$ cat src/rtl/rgbw_frame_decoder.sv
// rtl/rgbw_frame_decoder.sv - SPI byte-stream decoder committing checksummed RGBW colour and intensity frames
module rgbw_frame_decoder #(
    parameter logic [7:0] CMD_COLOR  = 8'h01,
    parameter logic [7:0] CMD_INTENS = 8'h02
) (
    input  logic       clk,
    input  logic       reset,
    input  logic       cs,
    input  logic       rdy,
    input  logic [7:0] data,
    output logic [7:0] red,
    output logic [7:0] green,
    output logic [7:0] blue,
    output logic [7:0] white,
    output logic [7:0] intensity,
    output logic       update,
    output logic       frame_err
);

    typedef enum logic [1:0] {IDLE, PAYLOAD, CHECK, DRAIN} state_t;

    state_t      state, state_n;
    logic        rdy_q;
    logic [2:0]  idx, idx_n;
    logic [2:0]  need, need_n;
    logic [7:0]  chk, chk_n;
    logic [7:0]  shadow [4];
    logic        accept;
    logic        store;
    logic        commit;
    logic        err_n;

    // rdy is a level; only its rising edge carries a new byte
    assign accept = rdy & ~rdy_q;

    always_comb begin
        state_n = state;
        idx_n   = idx;
        need_n  = need;
        chk_n   = chk;
        store   = 1'b0;
        commit  = 1'b0;
        err_n   = 1'b0;
        if (cs) begin
            // a deselect mid-frame is an incomplete frame; any byte edge here is dropped
            state_n = IDLE;
            idx_n   = 3'd0;
            chk_n   = 8'h00;
            err_n   = (state == PAYLOAD) || (state == CHECK);
        end else if (accept) begin
            case (state)
                IDLE: begin
                    idx_n = 3'd0;
                    if (data == CMD_COLOR) begin
                        chk_n   = data;
                        need_n  = 3'd4;
                        state_n = PAYLOAD;
                    end else if (data == CMD_INTENS) begin
                        chk_n   = data;
                        need_n  = 3'd1;
                        state_n = PAYLOAD;
                    end else begin
                        err_n   = 1'b1;
                        state_n = DRAIN;
                    end
                end
                PAYLOAD: begin
                    store = 1'b1;
                    chk_n = chk ^ data;
                    idx_n = idx + 3'd1;
                    if ((idx + 3'd1) == need) begin
                        state_n = CHECK;
                    end
                end
                CHECK: begin
                    if (data == chk) begin
                        commit = 1'b1;
                    end else begin
                        err_n = 1'b1;
                    end
                    state_n = DRAIN;
                end
                default: begin
                end
            endcase
        end
    end

    always_ff @(posedge clk) begin
        if (reset) begin
            state     <= IDLE;
            rdy_q     <= 1'b0;
            idx       <= 3'd0;
            need      <= 3'd0;
            chk       <= 8'h00;
            for (int k = 0; k < 4; k++) begin
                shadow[k] <= 8'h00;
            end
            red       <= 8'h00;
            green     <= 8'h00;
            blue      <= 8'h00;
            white     <= 8'h00;
            intensity <= 8'hFF;
            update    <= 1'b0;
            frame_err <= 1'b0;
        end else begin
            state     <= state_n;
            rdy_q     <= rdy;
            idx       <= idx_n;
            need      <= need_n;
            chk       <= chk_n;
            update    <= commit;
            frame_err <= err_n;
            if (store) begin
                shadow[idx[1:0]] <= data;
            end
            // need tells which register group this frame owns
            if (commit) begin
                if (need == 3'd4) begin
                    red   <= shadow[0];
                    green <= shadow[1];
                    blue  <= shadow[2];
                    white <= shadow[3];
                end else begin
                    intensity <= shadow[0];
                end
            end
        end
    end

endmodule

$ cat config.mk
export PLATFORM = sky130hd
export DESIGN_NAME = rgbw_frame_decoder
export DESIGN_NICKNAME = d
export VERILOG_FILES = /design/src/rtl/rgbw_frame_decoder.sv
export SDC_FILE = /design/constraint.sdc
export NUM_CORES = 1
export LEC_CHECK = 0
export ABC_AREA = 1
export BUFFER_PORTS_ARGS = -buffer_cell sky130_fd_sc_hd__buf_4
export CAP_MARGIN = 20
export CORE_UTILIZATION = 57
export CTS_CLUSTER_SIZE = 14
export DETAILED_ROUTE_END_ITERATION = 12
export GPL_ROUTABILITY_DRIVEN = 0
export PLACE_DENSITY = 0.82
export SLEW_MARGIN = 5
export SYNTH_ARGS = -nofsm -noshare
export SYNTH_HDL_FRONTEND = slang
export SYNTH_SLANG_ARGS = --single-unit
$ cat constraint.sdc
create_clock -name clk -period 2.4 [get_ports clk]
set_input_delay 0.36 -clock clk [delete_from_list [all_inputs] [get_ports clk]]
set_output_delay 0.36 -clock clk [all_outputs]
set_load 0.05 [all_outputs]
==> metrics, run 1 <==
Clock Path Buffers=2; critical-path maximum fanout=11; switching power=0.656 mW; r2r startpoint=state[1]; P per Cell Area=607 nW/um2; Crit-path slowest cell=dfxtp_1; Die Wd=84.3 um; initial drt markers=273; Arrival @ worst endpoint=1.92 ns; vias in the first global route=2887; Setup TNS=0 ns; # nets final=562; Die ar.=7110 um2; IO Port Bufs=53; IO Pins=54; Post-synth EDFFs=32; slowest stage delay, CP=0.35 ns; switching share of power=23.9%; CP most frequent cell=nand2_1; Die Ht=84.3 um; Rows=29; RSZ-0062 raised after global routing=no; largest family of logic cells by synthesized area=simple AND/OR/NAND/NOR gates; HPWL after DPL=5440 um; syn nets=505; first-pass GRT wire length=13000 um; setup bufs post-CTS=0; area occupied by multi-input gates=1420 um2; Distinct cells, synth=28; Finished Layout Cells=627; cts hold-fix bufs=0; Worst-path clk slew=0.09 ns; cells after synthesis=488; WHS=0.217 ns; clock period minus worst slack=1.90 ns; vias per cell=5.06; drt pass-1 iters=9; combinational power share=5.3%; worst-skew pair later-pin latency=0.35 ns; sequential-to-total area share from yosys stat=54.9%; Reg area=2120 um2; Core ar.=6460 um2; Slew headroom=60.2%; Synth Area in Compound Gates=4.02%; violated checks=DRC; WP data required=2.42 ns; HP Class=input pin to register; Post-Syn Area=3860 um2; CP startpoint kind=register; clock skew=0.0122 ns; clock buffer count from CTS=9; Synth Area in Simple Gates=30.0%; Synth Area in XOR/XNOR=1.13%; LEAKAGE=2.23 nW; drt wl/cell=12.5 um; layout cell share with drive strength beyond 1=17.1%; CP startpoint=state[1]; Setup-failing EPs final=0; f_max=526 MHz; CTS root buf=clkbuf_8; Max VDD drop=353 uV; vias=3175; hold path cells=2; fill count=523; clock share of power=36.1%; Slew @ Worst Pin=0.597 ns; synthesized area per cell=7.91 um2; flops & latches, synth=90; CP Cell Sequence=inv_1, ha_1, nand2_1, nor2_1, inv_2, nor2_2, nand2_1, nand2_1; Synth Warn #=0; antenna-violating nets left=0; H-tree depth=3; final WL=7820 um; most common flop cell mapped by yosys=dfxtp_1; diode count=0; grt ovf=0; final hold violation count=0; critical path capture point type=register; DP Cell Count=611; post-synthesis mux area share=0%; cell internal pwr=2.09 mW; hold_sp=reset; CP Buf/Inv Count=2; fin. max-slew vios=0; GRT Util Overall=23.1%; Reg2Reg Depth=8; critical path type=register to register; drt drc=8; starting density of the core=59.8%; period utilisation layout=79.2%; total number of cells along the worst setup path=8; Reg power frac=58.7%; post-cts sizing count=0; Crit path max-delay family=simple AND/OR/NAND/NOR gates; status=finished with violations; post-layout util=70.0%; Area Growth Syn to Fin=17.0%; largest net degree at the start of global routing=65; Max-cap violations=0; clk sink count=90; antenna violations before repair=0; TritonCTS clock tree=yes; adder-cell share of the synthesized area=1.62%; asr flop ratio synth=0%
cell type report:
type,instances,area share [%]
multi-input cells,321,31.4
inverters,63,5.23
flip-flops and latches,90,47.0
clock buffers,10,3.29
well taps,77,2.13
clock inverters,6,0.997
repair buffers,60,9.97
metal layers:
layer	global-route usage, %	wire length (um)	part of all wire (%)	up-vias
met5	0	0	0	-
met4	9.72	140	1.8	0
met3	3.05	432	5.5	13
met2	38.9	3890	50	113
met1	30.1	3360	43	1423
li1	-	-	-	1626
synth_stat cells (2+ instances only):
cell type	n	area share, %
nand4_1	9	1.5
nor2_2	4	0.65
nor2_1	106	10
ha_1	5	1.6
buf_2	4	0.52
dfxtp_1	58	30
nand3_1	22	2.9
xor2_1	2	0.45
xnor2_1	3	0.68
nand2_1	135	13
a21oi_1	14	1.8
inv_2	9	0.87
inv_1	53	5.2
clkbuf_1	6	0.58
buf_6	3	0.87
edfxtp_1	32	25
o21ai_0	12	1.6
worst reg2reg max path, delay by kind of cell (launching register included):
| family | cells | cell delay, ns |
|---|---|---|
| AND/OR/NAND/NOR | 5 | 0.85 |
| buffers and inverters | 2 | 0.20 |
| flip-flops | 1 | 0.35 |
| adder cells (fa/ha/maj) | 1 | 0.20 |
registers in the layout (all words and copies together), names as in the netlist:
name	count
green	8
red	8
state	2
need	2
update	1
chk	8
shadow	32
blue	8
white	8
frame_err	1
idx	3
rdy_q	1
intensity	8
per-stage QoR:
step / setup slack (ns) / total power, mW / instance area [um2]
after floorplan: 0.573 / 1.73 / 3860
after global placement: 0.542 / 1.78 / 4330
after detailed placement: 0.461 / 1.79 / 4330
after CTS: 0.507 / 2.75 / 4520
after global routing: 0.263 / 2.83 / 4520
final: 0.500 / 2.74 / 4520
power by group through the flow:
| stage | Clock [mW] | Combinational, mW | Sequential (mW) |
|---|---|---|---|
| 4_1_cts | 1.00 | 0.144 | 1.61 |
| 6_report | 0.989 | 0.145 | 1.61 |
| 2_1_floorplan | 0 | 0.0871 | 1.64 |
| 5_1_grt | 1.06 | 0.159 | 1.61 |
| 3_5_place_dp | 0 | 0.143 | 1.64 |
| 3_3_place_gp | 0 | 0.140 | 1.64 |
path summary, 6_finish.rpt:
check,endpoint,slack (ns)
setup / recovery,shadow[1][4],0.50
hold / removal,rdy_q,0.22
setup reg to reg,shadow[1][4],0.50
hold reg to reg,chk[7],0.48
logic make-up (layout without fill, tap and decap cells):
kind of cell | count (synthesis) | after routing
XOR/XNOR | 5 | 5
AND/OR/NAND/NOR | 282 | 282
AO/OA/AOI/OAI | 29 | 29
flip-flops | 90 | 90
buffers and inverters | 77 | 139
adder cells (fa/ha/maj) | 5 | 5
cells in the final DEF, fill, tap and decap left out, drive strengths merged, types with 2 or more instances in the layout:
cell type    n
a21oi       14
buf         60
clkbuf      10
clkinv       3
dfxtp       58
edfxtp      32
ha           5
inv         65
nand2      136
nand3       22
nand4       11
nor2       111
o21ai       12
xnor2        3
xor2         2
Note: power is estimated with default switching activity, not from simulation.
==> inputs of run 2 (changes only) <==
Clock period 2.4 ns to 1.9 ns, I/O delays scaled along.
==> metrics, run 2 (synthesis results as in run 1) <==
status=finished with violations (unchanged); violated checks=DRC (unchanged); Crit Reg-Reg Endpoint=shadow[2][7] (was shadow[1][4]); CP startpoint=state[1] (unchanged); max reg flops=32 (unchanged); critical path capture point type=register (unchanged); CP Buf/Inv Count=2 (unchanged); hold endpoint=need[2] (was rdy_q); worst-skew pair later-pin latency=0.35 ns (about the same); hold path cells=2 (unchanged); Design Power=3.49 mW (was 2.74 mW); Die ar.=7110 um2 (unchanged); antenna-violating nets left=0 (unchanged); CP Cell Sequence=inv_1, ha_1, nand2_1, nor2_1, inv_2, nor2_1, nand2_1, nand2_2 (was inv_1, ha_1, nand2_1, nor2_1, inv_2, nor2_2, nand2_1, nand2_1); diode count=0 (unchanged); drt wl/cell=12.5 um (about the same); Area Growth Syn to Fin=19.0% (was 17.0%); CTS root buf=clkbuf_8 (unchanged); Worst-path clk slew=0.08 ns (was 0.09 ns); WP data required=1.94 ns (was 2.42 ns); LEAKAGE=2.28 nW (was 2.23 nW); CP startpoint kind=register (unchanged); Die Ht=84.3 um (unchanged); commonest non-fill, non-tap cell in the layout=nand2_1 (unchanged); IO Port Bufs=53 (unchanged); # nets final=569 (was 562); largest net degree at the start of global routing=65 (unchanged); GRT Util Overall=23.7% (was 23.1%); Slew headroom=68.2% (was 60.2%); largest register by flop count=shadow (unchanged); vias in the first global route=3013 (was 2887); Max VDD drop=426 uV (was 353 uV); f_max=576 MHz (was 526 MHz); RSZ-0062 raised after global routing=no (unchanged); Crit path max-delay family=simple AND/OR/NAND/NOR gates (unchanged); vias per cell=5.14 (was 5.06); IO Pins=54 (unchanged); Clock Path Buffers=2 (unchanged); HPWL after DPL=5710 um (was 5440 um); Reg2Reg Depth=8 (unchanged); clk sink count=90 (unchanged); critical-path maximum fanout=11 (unchanged); drt drc=4 (was 8); initial drt markers=253 (was 273); final hold violation count=0 (unchanged); most frequent cells in the layout=nand2_1, nor2_1, buf_4 (unchanged); Max-cap violations=0 (unchanged); Setup-failing EPs final=0 (unchanged); TritonCTS clock tree=yes (unchanged); FF-to-FF setup slack=0.16 ns (was 0.50 ns); Setup TNS=0 ns (unchanged); layout cell share with drive strength beyond 1=18.7% (was 17.1%); HP Class=input pin to register (unchanged); drt pass-1 iters=11 (was 9); critical path type=register to register (unchanged); Arrival @ worst endpoint=1.78 ns (was 1.92 ns); slowest stage delay, CP=0.35 ns (about the same); Crit-path slowest cell=dfxtp_1 (unchanged); clock period minus worst slack=1.74 ns (was 1.90 ns); clock skew=0.00779 ns (was 0.0122 ns); Slew @ Worst Pin=0.473 ns (was 0.597 ns); Die Wd=84.3 um (unchanged); Core ar.=6460 um2 (unchanged); vias=3256 (was 3175); r2r startpoint=state[1] (unchanged); final WL=7900 um (was 7820 um); clock buffer count from CTS=9 (unchanged); grt ovf=0 (unchanged); starting density of the core=59.8% (unchanged); antenna violations before repair=0 (unchanged); fill count=529 (was 523); H-tree depth=3 (unchanged); Rows=29 (unchanged); P per Cell Area=760 nW/um2 (was 607 nW/um2); setup bufs post-CTS=0 (unchanged); hold_sp=reset (unchanged); period utilisation layout=91.4% (was 79.2%); first-pass GRT wire length=13400 um (was 13000 um); fin. max-slew vios=0 (unchanged)
-- run 2: report_power, final --
group,internal [mW],switching [mW]
Sequential,2.02,0.0149
Combinational,0.0644,0.134
Clock,0.595,0.666
-- run 2: stage by stage --
step,setup WS (ns),std cells,instance area [um2],hold slack [ns],utilization [%]
3_3_place_gp,0.181,618,4390,0.461,68.0
6_report,0.164,634,4590,0.150,71.1
2_1_floorplan,0.0728,488,3860,0.354,-
5_1_grt,0.0588,634,4590,0.158,71.1
4_1_cts,0.0820,634,4590,0.136,71.0
3_5_place_dp,0.0956,618,4390,0.461,68.0
-- run 2: worst max-delay path by stage --
stage	end	slack [ns]	depth (start not counted)
floorplan	shadow[3][0]	0.07	8
global placement	shadow[0][0]	0.18	9
detailed placement	shadow[2][3]	0.1	8
CTS	shadow[2][6]	0.08	8
global route	shadow[3][6]	0.06	8
finish	shadow[2][7]	0.16	8
-- run 2: repair_timing --
item	CTS	global route
gates resized for setup	0	3
hold buffers	0	0
endpoints found under the setup margin	0	24
-- run 2: layer usage --
layer / up-vias / GRT usage [%] / share of wire, %
li1: 1644 / - / -
met1: 1506 / 29.7 / 44
met2: 94 / 40.6 / 50
met3: 12 / 3.34 / 4.7
met4: 0 / 11.1 / 1.7
met5: - / 0 / 0
-- run 2: cell type report --
class | instances | area (um2) | share of cell area (%)
Sequential cell | 90 | 2120 | 46.2
Clock inverter | 5 | 33.8 | 0.735
Timing Repair Buffer | 67 | 515 | 11.2
Tap cell | 77 | 96.3 | 2.10
Clock buffer | 11 | 163 | 3.54
Inverter | 63 | 236 | 5.15
Multi-Input combinational cell | 321 | 1430 | 31.1
==> inputs of run 3 (changes only) <==
Settings changed: CELL_PAD_IN_SITES_DETAIL_PLACEMENT set to 1, CELL_PAD_IN_SITES_GLOBAL_PLACEMENT set to 1, CORE_UTILIZATION 57 to 42, GPL_TIMING_DRIVEN set to 0.
==> metrics, run 3 (synthesis results as in run 1) <==
layout cell share with drive strength beyond 1=20.6% (was 18.7%); period utilisation layout=101% (was 91.4%); pre-CTS WS=-0.328 ns (was 0.0956 ns); Core ar.=8810 um2 (was 6460 um2); critical-path maximum fanout=10 (was 11); max reg flops=32 (unchanged); WHS=0.124 ns (was 0.150 ns); initial drt markers=180 (was 253); CTS root buf=clkbuf_8 (unchanged); vias per cell=5.07 (was 5.14); LEAKAGE=2.34 nW (was 2.28 nW); drt pass-1 iters=9 (was 11); WP data required=2.12 ns (was 1.94 ns); Max VDD drop=375 uV (was 426 uV); CP startpoint=state[1] (unchanged); CP Buf/Inv Count=4 (was 2); Slew headroom=36.6% (was 68.2%); clock skew=0.0139 ns (was 0.00779 ns); hold_sp=reset (unchanged); grt ovf=0 (unchanged); commonest non-fill, non-tap cell in the layout=nand2_1 (unchanged); GRT Util Overall=22.6% (was 23.7%); # nets final=576 (was 569); fill count=1089 (was 529); Design Power=3.63 mW (was 3.49 mW); starting density of the core=43.9% (was 59.8%); Max-cap violations=0 (unchanged); status=finished with violations (unchanged); Worst-path clk slew=0.10 ns (was 0.08 ns); drt wl/cell=16.2 um (was 12.5 um); Crit path max-delay family=simple AND/OR/NAND/NOR gates (unchanged); antenna violations before repair=0 (unchanged); diode count=0 (unchanged); clock buffer count from CTS=9 (unchanged); Slew @ Worst Pin=0.952 ns (was 0.473 ns); HP Class=input pin to register (unchanged); Rows=34 (was 29); Arrival @ worst endpoint=2.14 ns (was 1.78 ns); largest net degree at the start of global routing=17 (was 65); cts hold-fix bufs=0 (unchanged); most frequent cells in the layout=nand2_1, nor2_1, buf_4 (unchanged); f_max=522 MHz (was 576 MHz); clk sink count=90 (unchanged); Die Ht=97.9 um (was 84.3 um); first-pass GRT wire length=16900 um (was 13400 um); Final Worst Setup Slack=-0.0165 ns (was 0.164 ns); clock period minus worst slack=1.92 ns (was 1.74 ns); CP startpoint kind=register (unchanged); violated checks=DRC, setup timing (was DRC); Clock Path Buffers=2 (unchanged); RSZ-0062 raised after global routing=yes (was no); CP Cell Sequence=inv_1, ha_2, nand2_1, nor2_1, inv_2, buf_4, nor2_4, nand2_4, buf_4, nor2_1 (was inv_1, ha_1, nand2_1, nor2_1, inv_2, nor2_1, nand2_1, nand2_2); critical path capture point type=register (unchanged); Area Growth Syn to Fin=23.4% (was 19.0%); antenna-violating nets left=0 (unchanged); Setup-failing EPs final=3 (was 0); H-tree depth=3 (unchanged); worst-skew pair later-pin latency=0.37 ns (was 0.35 ns); Setup TNS=-0.0285 ns (was 0 ns); critical path type=register to register (unchanged); HPWL after DPL=7260 um (was 5710 um); vias in the first global route=3393 (was 3013); final WL=10900 um (was 7900 um); Crit-path slowest cell=dfxtp_2 (was dfxtp_1); Die ar.=9580 um2 (was 7110 um2); r2r startpoint=state[1] (unchanged); vias=3409 (was 3256); P per Cell Area=762 nW/um2 (was 760 nW/um2); drt drc=2 (was 4); largest register by flop count=shadow (unchanged); final hold violation count=0 (unchanged); fin. max-slew vios=0 (unchanged); TritonCTS clock tree=yes (unchanged); IO Pins=54 (unchanged); slowest stage delay, CP=0.35 ns (about the same); Die Wd=97.9 um (was 84.3 um); IO Port Bufs=53 (unchanged)
[run 3: layer usage]
layer | GRT usage (%) | vias up | wire length (um)
met3 | 3.79 | 26 | 521
met5 | 0 | - | 0
met2 | 39.1 | 85 | 5540
met1 | 27.9 | 1637 | 4460
met4 | 9.32 | 0 | 344
li1 | - | 1661 | -
[run 3: final timing paths]
check,to,slack [ns],cells after the start
hold reg to reg,chk[2],0.48,2
hold / removal,need[2],0.12,2
setup / recovery,shadow[0][7],-0.02,10
setup reg to reg,shadow[0][7],-0.02,10
[run 3: metrics by stage]
step / utilization (%) / cells / cell area [um2]
2_1_floorplan: - / 488 / 3860
3_3_place_gp: 49.9 / 649 / 4400
3_5_place_dp: 49.9 / 649 / 4400
4_1_cts: 52.7 / 665 / 4640
5_1_grt: 54.1 / 672 / 4770
6_report: 54.1 / 672 / 4770
[run 3: where the power goes]
group | internal (mW) | leakage [nW] | switching, mW
clock | 0.644 | 0.104 | 0.746
sequential | 2.02 | 0.800 | 0.0171
combinational | 0.0580 | 1.44 | 0.149
total | 2.72 | 2.34 | 0.912
[run 3: timing repair]
action | in CTS | in global routing
endpoints found under the setup margin | 40 | 54
pin swaps | 0 | 4
endpoints found under the hold margin | 0 | 0
buffers inserted | 0 | 5
gates cloned | 0 | 2
gates resized for setup | 10 | 20
[run 3: final cells by class]
class                      count  area (um2)  area share (%)
sequential                    90        2120            44.6
multi-input combinational    323        1540            32.3
timing repair buffer          58         435            9.14
inverter                      63         236            4.96
clock buffer                  12         178            3.73
tap                          108         135            2.84
buffer                        14        86.3            1.81
clock inverter                 4        30.0           0.630
